$ cat config.mk
export PLATFORM = sky130hd
export DESIGN_NAME = warp_fetch_sched
export DESIGN_NICKNAME = d
export VERILOG_FILES = /design/src/rtl/warp_fetch_sched.sv
export SDC_FILE = /design/constraint.sdc
export NUM_CORES = 1
export LEC_CHECK = 0
export ABC_CLOCK_PERIOD_IN_PS = 4670
export CORE_ASPECT_RATIO = 1.1
export CORE_MARGIN = 2
export CORE_UTILIZATION = 30
export CTS_BUF_LIST = sky130_fd_sc_hd__clkbuf_16
export DETAILED_ROUTE_END_ITERATION = 16
export DONT_BUFFER_PORTS = 1
export SYNTH_ARGS = -nofsm -noshare
export SYNTH_HDL_FRONTEND = slang
export SYNTH_SLANG_ARGS = --single-unit
$ cat constraint.sdc
create_clock -name clk -period 4.67 [get_ports clk]
set_input_delay 0.934 -clock clk [delete_from_list [all_inputs] [get_ports clk]]
set_output_delay 0.934 -clock clk [all_outputs]
set_load 0.01 [all_outputs]
$ cat src/rtl/warp_fetch_sched.sv
// Per-warp fetch scheduler: reloads warps from the SIMT stack TOS, then issues READY warps to fetch.
// Define WARP_SCHED_GTO_EN for greedy-then-oldest issue; default is strict round-robin.
`ifndef SIZE_PC
`define SIZE_PC 32
`endif
`ifndef SIZE_CORE
`define SIZE_CORE 32
`endif

module warp_fetch_sched #(
    parameter int NUM_WARP     = 4,
    parameter int NUM_WARP_LOG = 2,
    parameter int SIZE_PC      = `SIZE_PC,
    parameter int SIZE_CORE    = `SIZE_CORE
) (
    input  logic                    clk,
    input  logic                    reset,
    input  logic                    stall_i,
    input  logic [NUM_WARP-1:0]     warpStart_i,
    input  logic                    exitWarp_i,
    input  logic [NUM_WARP_LOG-1:0] exitWarpId_i,
    input  logic                    branchIssue_i,
    input  logic [NUM_WARP_LOG-1:0] branchIssueWarp_i,
    input  logic                    branchResolved_i,
    input  logic [NUM_WARP_LOG-1:0] branchResolvedWarp_i,
    input  logic [SIZE_PC-1:0]      topPC_i,
    input  logic [SIZE_PC-1:0]      topRPC_i,
    input  logic [SIZE_CORE-1:0]    topActiveMask_i,
    input  logic                    pushInStack_stall_i,
    output logic [NUM_WARP_LOG-1:0] issuedWarp_o,
    output logic                    reconv_o,
    output logic                    fetchValid_o,
    output logic [SIZE_PC-1:0]      fetchPC_o,
    output logic [SIZE_CORE-1:0]    fetchMask_o,
    output logic [NUM_WARP_LOG-1:0] fetchWarp_o,
    input  logic                    fetchReady_i,
    output logic [NUM_WARP-1:0]     warpDone_o
);

    typedef enum logic [2:0] {
        ST_IDLE    = 3'd0,
        ST_RELOAD  = 3'd1,
        ST_READY   = 3'd2,
        ST_BLOCKED = 3'd3,
        ST_DONE    = 3'd4
    } warp_state_e;

    logic [NUM_WARP-1:0]           is_reload;
    logic [NUM_WARP-1:0]           is_ready;
    logic [NUM_WARP*SIZE_PC-1:0]   pc_flat;
    logic [NUM_WARP*SIZE_CORE-1:0] mask_flat;

    logic [NUM_WARP_LOG-1:0] rr_q;
    logic [NUM_WARP_LOG-1:0] reload_sel;
    logic [NUM_WARP_LOG-1:0] issue_sel;
    logic                    reload_found;
    logic                    ready_found;
    logic                    slot_avail;
    logic                    do_reload;
    logic                    do_issue;
    logic                    do_reconv;
    logic                    do_fetch;
    logic [SIZE_PC-1:0]      sel_pc;
    logic [SIZE_CORE-1:0]    sel_mask;

    logic                    fetch_valid_q;
    logic [SIZE_PC-1:0]      fetch_pc_q;
    logic [SIZE_CORE-1:0]    fetch_mask_q;
    logic [NUM_WARP_LOG-1:0] fetch_warp_q;

    always_comb begin
        reload_found = |is_reload;
        reload_sel   = '0;
        for (int i = NUM_WARP - 1; i >= 0; i--) begin
            if (is_reload[i]) begin
                reload_sel = NUM_WARP_LOG'(i);
            end
        end
    end

    // With nothing READY the selection falls back to rrPtr, which is what issuedWarp_o must show.
    always_comb begin
        logic [NUM_WARP_LOG-1:0] idx_w;
        idx_w       = '0;
        ready_found = |is_ready;
        issue_sel   = rr_q;
`ifdef WARP_SCHED_GTO_EN
        if (!is_ready[rr_q]) begin
            for (int i = NUM_WARP - 1; i >= 0; i--) begin
                if (is_ready[i]) begin
                    issue_sel = NUM_WARP_LOG'(i);
                end
            end
        end
`else
        for (int k = NUM_WARP; k >= 1; k--) begin
            idx_w = NUM_WARP_LOG'((int'(rr_q) + k) % NUM_WARP);
            if (is_ready[idx_w]) begin
                issue_sel = idx_w;
            end
        end
`endif
    end

    assign slot_avail = !stall_i && !pushInStack_stall_i && (!fetch_valid_q || fetchReady_i);
    assign do_reload  = slot_avail && reload_found;
    assign do_issue   = slot_avail && !reload_found && ready_found;
    assign sel_pc     = pc_flat[int'(issue_sel)*SIZE_PC +: SIZE_PC];
    assign sel_mask   = mask_flat[int'(issue_sel)*SIZE_CORE +: SIZE_CORE];
    assign do_reconv  = do_issue && (sel_pc == topRPC_i);
    assign do_fetch   = do_issue && !do_reconv;

    assign issuedWarp_o = reload_found ? reload_sel : issue_sel;
    assign reconv_o     = do_reconv;

    for (genvar gi = 0; gi < NUM_WARP; gi++) begin : g_warp
        localparam logic [NUM_WARP_LOG-1:0] WID = NUM_WARP_LOG'(gi);

        warp_state_e          state_q;
        warp_state_e          state_d;
        logic [SIZE_PC-1:0]   pc_q;
        logic [SIZE_PC-1:0]   pc_d;
        logic [SIZE_CORE-1:0] mask_q;
        logic [SIZE_CORE-1:0] mask_d;
        logic                 done_q;
        logic                 ev_exit;
        logic                 ev_res;
        logic                 ev_bi;

        assign ev_exit = exitWarp_i && (exitWarpId_i == WID);
        assign ev_res  = branchResolved_i && (branchResolvedWarp_i == WID);
        assign ev_bi   = branchIssue_i && (branchIssueWarp_i == WID);

        // Scheduler action first, then external events override it by priority.
        always_comb begin
            state_d = state_q;
            pc_d    = pc_q;
            mask_d  = mask_q;
            if (do_reload && reload_sel == WID) begin
                state_d = ST_READY;
                pc_d    = topPC_i;
                mask_d  = topActiveMask_i;
            end
            if (do_issue && issue_sel == WID) begin
                if (do_reconv) begin
                    state_d = ST_RELOAD;
                end else begin
                    pc_d = pc_q + SIZE_PC'(1);
                end
            end
            if (ev_exit) begin
                state_d = ST_DONE;
            end else if (ev_res && state_q == ST_BLOCKED) begin
                state_d = ST_RELOAD;
            end else if (ev_bi && state_q == ST_READY) begin
                state_d = ST_BLOCKED;
            end else if (warpStart_i[gi] && state_q == ST_IDLE) begin
                state_d = ST_RELOAD;
            end
        end

        always_ff @(posedge clk) begin
            if (reset) begin
                state_q <= ST_IDLE;
                pc_q    <= '0;
                mask_q  <= '0;
                done_q  <= 1'b0;
            end else if (!stall_i) begin
                state_q <= state_d;
                pc_q    <= pc_d;
                mask_q  <= mask_d;
                done_q  <= (state_d == ST_DONE);
            end
        end

        assign is_reload[gi]                        = (state_q == ST_RELOAD);
        assign is_ready[gi]                         = (state_q == ST_READY);
        assign pc_flat[gi*SIZE_PC +: SIZE_PC]       = pc_q;
        assign mask_flat[gi*SIZE_CORE +: SIZE_CORE] = mask_q;
        assign warpDone_o[gi]                       = done_q;
    end

    always_ff @(posedge clk) begin
        if (reset) begin
            fetch_valid_q <= 1'b0;
            fetch_pc_q    <= '0;
            fetch_mask_q  <= '0;
            fetch_warp_q  <= '0;
        end else if (do_fetch) begin
            fetch_valid_q <= 1'b1;
            fetch_pc_q    <= sel_pc;
            fetch_mask_q  <= sel_mask;
            fetch_warp_q  <= issue_sel;
        end else if (!stall_i && fetchReady_i) begin
            fetch_valid_q <= 1'b0;
        end
    end

    always_ff @(posedge clk) begin
        if (reset) begin
            rr_q <= NUM_WARP_LOG'(NUM_WARP - 1);
        end else if (do_issue) begin
            rr_q <= issue_sel;
        end
    end

    assign fetchValid_o = fetch_valid_q;
    assign fetchPC_o    = fetch_pc_q;
    assign fetchMask_o  = fetch_mask_q;
    assign fetchWarp_o  = fetch_warp_q;

endmodule

==> reports/qor.csv <==
metric,value,unit
clk_latency,0.60,ns
wl,84300,um
fin_crit_sh,1.04,
clkTransAtPathRegs,0.06,ns
track_usage,0.229,
avgSynthCellArea,7.34,um2
syn_area,0.0202,mm2
fmax,206,MHz
dieArea,0.0696,mm2
crit_path_max_fanout,7,
rsz0062_at_grt,yes,
synth_edf_count,0,
power_density,283,mW/mm2
via_per_inst,5.92,
wl_per_cell,23.0,um
synth-async-reset-ratio,0,
grt_pass1_wl,124000,um
vdd_drop_max,0.000256,V
pwr-share-seq,0.433,
skew,0.0426,ns
synth_nets,2877,
cts.path.max_buffers,3,
hold_violations,0,
hold_slack,0.453,ns
io_buffers,0,
synth_cells,2759,
cp.required,3.74,ns
placementRows,99,
fin_crit,4.85,ns
ant_nets,0,
violations,negative setup slack,
yosysMostFrequentCell,nand2_1,
crit_path_end_kind,output pin,
final-setup-viol-count,2,
setup_ws,-0.179,ns
start_util,0.304,
fin_area,0.0248,mm2
grt_overflow,0,
drt_iter0_drc,2450,
max-cap-violations,0,
cts_root_buf,clkbuf_16,
hp-class,reg2reg,
p_int,5.12,mW
vias,21700,
n_antenna_cell,0,
comb_power_share,0.092,
yosys-top-cells-area,"dfxtp_1, nand2_1, a21oi_1, nor2_1, o32ai_1",
crit_arrival,3.92,ns
synth-seq-cells,341,
rrSetupSlack,-0.13,ns
synth_top_area_frac,0.337,
die_height,276,um
status,"finished, violations left",
postCtsHoldBufs,0,
cts_htree_levels,2,
antenna_found_initial,2,
place_area,0.0218,mm2
synth.yosys.seq_area_share,0.337,
ys.flop_type,dfxtp_1,
cts.sinks,341,
worstSetupPathType,reg2out,
ios,188,
p_leak,8.61,nW
clockPowerShare,0.475,
startpoint_type,flip-flop,
dp_hpwl,56700,um
yosysTopAreaCell,dfxtp_1,
layout.nets,2889,
grt_max_degree,268,
core_area,0.0665,mm2
maxSlewHeadroom,0.411,
drcViolationCount,0,
cts_tree,built,
routabilityCongestion,0.952,
grt_pass1_vias,19600,
yosysUniqueCellTypes,84,
yosys-top-cells-count,"nand2_1, dfxtp_1, a21oi_1",
cts_made_buffers,42,
p_sw_frac,0.272,
slew_violations,0,
die_x,252,um
first_pass_iters,6,
p_sw,1.91,mW
tightest_slew,0.884,ns
layout-drive-gt1-share,0.157,
ys_warn_count,0,
area_delta_synth_final,22.7,%
## worst max-delay path: stages, from the launching register on
cell,delay (ns)
dfxtp_2,0.34
or4b_4,0.57
o21a_4,0.16
buf_12,0.15
buf_4,0.17
a32oi_4,0.27
a31oi_4,0.14
a211o_1,0.33
a2111oi_4,0.38
nand4_1,0.15
buf_6,0.17
or2_4,0.24
nor2_4,0.11
buf_6,0.13
## per-layer routing
layer	track usage	up-vias	wire length [um]
li1	-	10100	-
met1	0.302	10300	34600
met2	0.363	1064	37600
met3	0.0461	210	7720
met4	0.0983	0	4400
met5	0	-	0
## logic make-up (layout without fill, tap and decap cells)
logic type / after synthesis / in the layout / synth area share
fa+ha+maj: 4 / 4 / 0.00247
flops: 341 / 341 / 0.337
mux: 76 / 76 / 0.0378
compound gates: 774 / 775 / 0.277
simple gates: 1243 / 1243 / 0.277
buf+inv: 321 / 366 / 0.0679
## cell usage in the layout (no fill, tap or decap), types with 12 or more instances in the layout
cell type | synthesis | layout
nand2_1 | 611 | 611
dfxtp_1 | 341 | 332
a21oi_1 | 225 | 224
nor2_1 | 224 | 222
buf_4 | 13 | 170
nand3_1 | 149 | 147
o21ai_0 | 101 | 99
inv_1 | 73 | 79
mux2i_1 | 73 | 71
a211oi_1 | 66 | 65
o211a_1 | 65 | 64
o32ai_1 | 87 | 54
nor3_1 | 46 | 45
clkbuf_16 | 0 | 43
a311oi_1 | 37 | 37
o32ai_2 | 3 | 33
nand4_1 | 33 | 33
and3_1 | 35 | 33
nor4_1 | 60 | 29
o32a_1 | 25 | 25
buf_12 | 0 | 24
and2_1 | 23 | 23
nor4_2 | 3 | 20
nor4_4 | 3 | 17
o211ai_1 | 17 | 17
o31ai_1 | 17 | 16
buf_6 | 10 | 13
a2111oi_4 | 0 | 12
## path summary, 6_finish.rpt
| check | from | to | cells past startpoint |
|---|---|---|---|
| worst max-delay path | g_warp[1].state_q[2] | reconv_o | 13 |
| worst min-delay path | g_warp[0].mask_q[13] | g_warp[0].mask_q[13] | 2 |
| worst max register to register | g_warp[1].state_q[2] | fetchPC_o[10] | 30 |
| worst min register to register | g_warp[0].mask_q[13] | g_warp[0].mask_q[13] | 2 |
## registers in the layout, indices dropped and copies added, names as in the netlist
| register | flops |
|---|---|
| fetchMask_o | 32 |
| g_warp.done_q | 4 |
| g_warp.state_q | 12 |
| fetchValid_o | 1 |
| rr_q | 2 |
| fetchPC_o | 32 |
| g_warp.pc_q | 128 |
| fetchWarp_o | 2 |
| g_warp.mask_q | 128 |
## stage by stage
step | TNS [ns] | power (mW) | util | instances | setup WS [ns]
after floorplan | 0 | 3.47 | - | 2759 | 0.775
after global placement | -2.89 | 3.64 | 0.328 | 3530 | -0.324
after detailed placement | -2.55 | 3.64 | 0.328 | 3530 | -0.271
after CTS | -0.159 | 7.06 | 0.365 | 3658 | -0.159
after global routing | -0.557 | 7.28 | 0.373 | 3663 | -0.343
final | -0.312 | 7.03 | 0.373 | 3663 | -0.179
## final cells by class
cell class	instances	area (um2)
Inverter	74	279
Clock buffer	42	1050
Timing Repair Buffer	214	2050
Fill cell	6858	41700
Sequential cell	341	6840
Clock inverter	36	354
Tap cell	858	1070
Multi-Input combinational cell	2098	13200
## power by group through the flow
stage	clock network (mW)	logic (mW)	registers, mW
CTS	3.43	0.594	3.04
global placement	0	0.535	3.10
global route	3.54	0.690	3.05
floorplan	0	0.397	3.08
detailed placement	0	0.537	3.11
finish	3.34	0.644	3.05
## repair_timing
item	CTS	global route
resized for setup	102	88
gates cloned	4	1
endpoints found under the setup margin	83	4
setup buffers	49	10
pin swaps	23	35
Power figures use the tool's default switching activity.
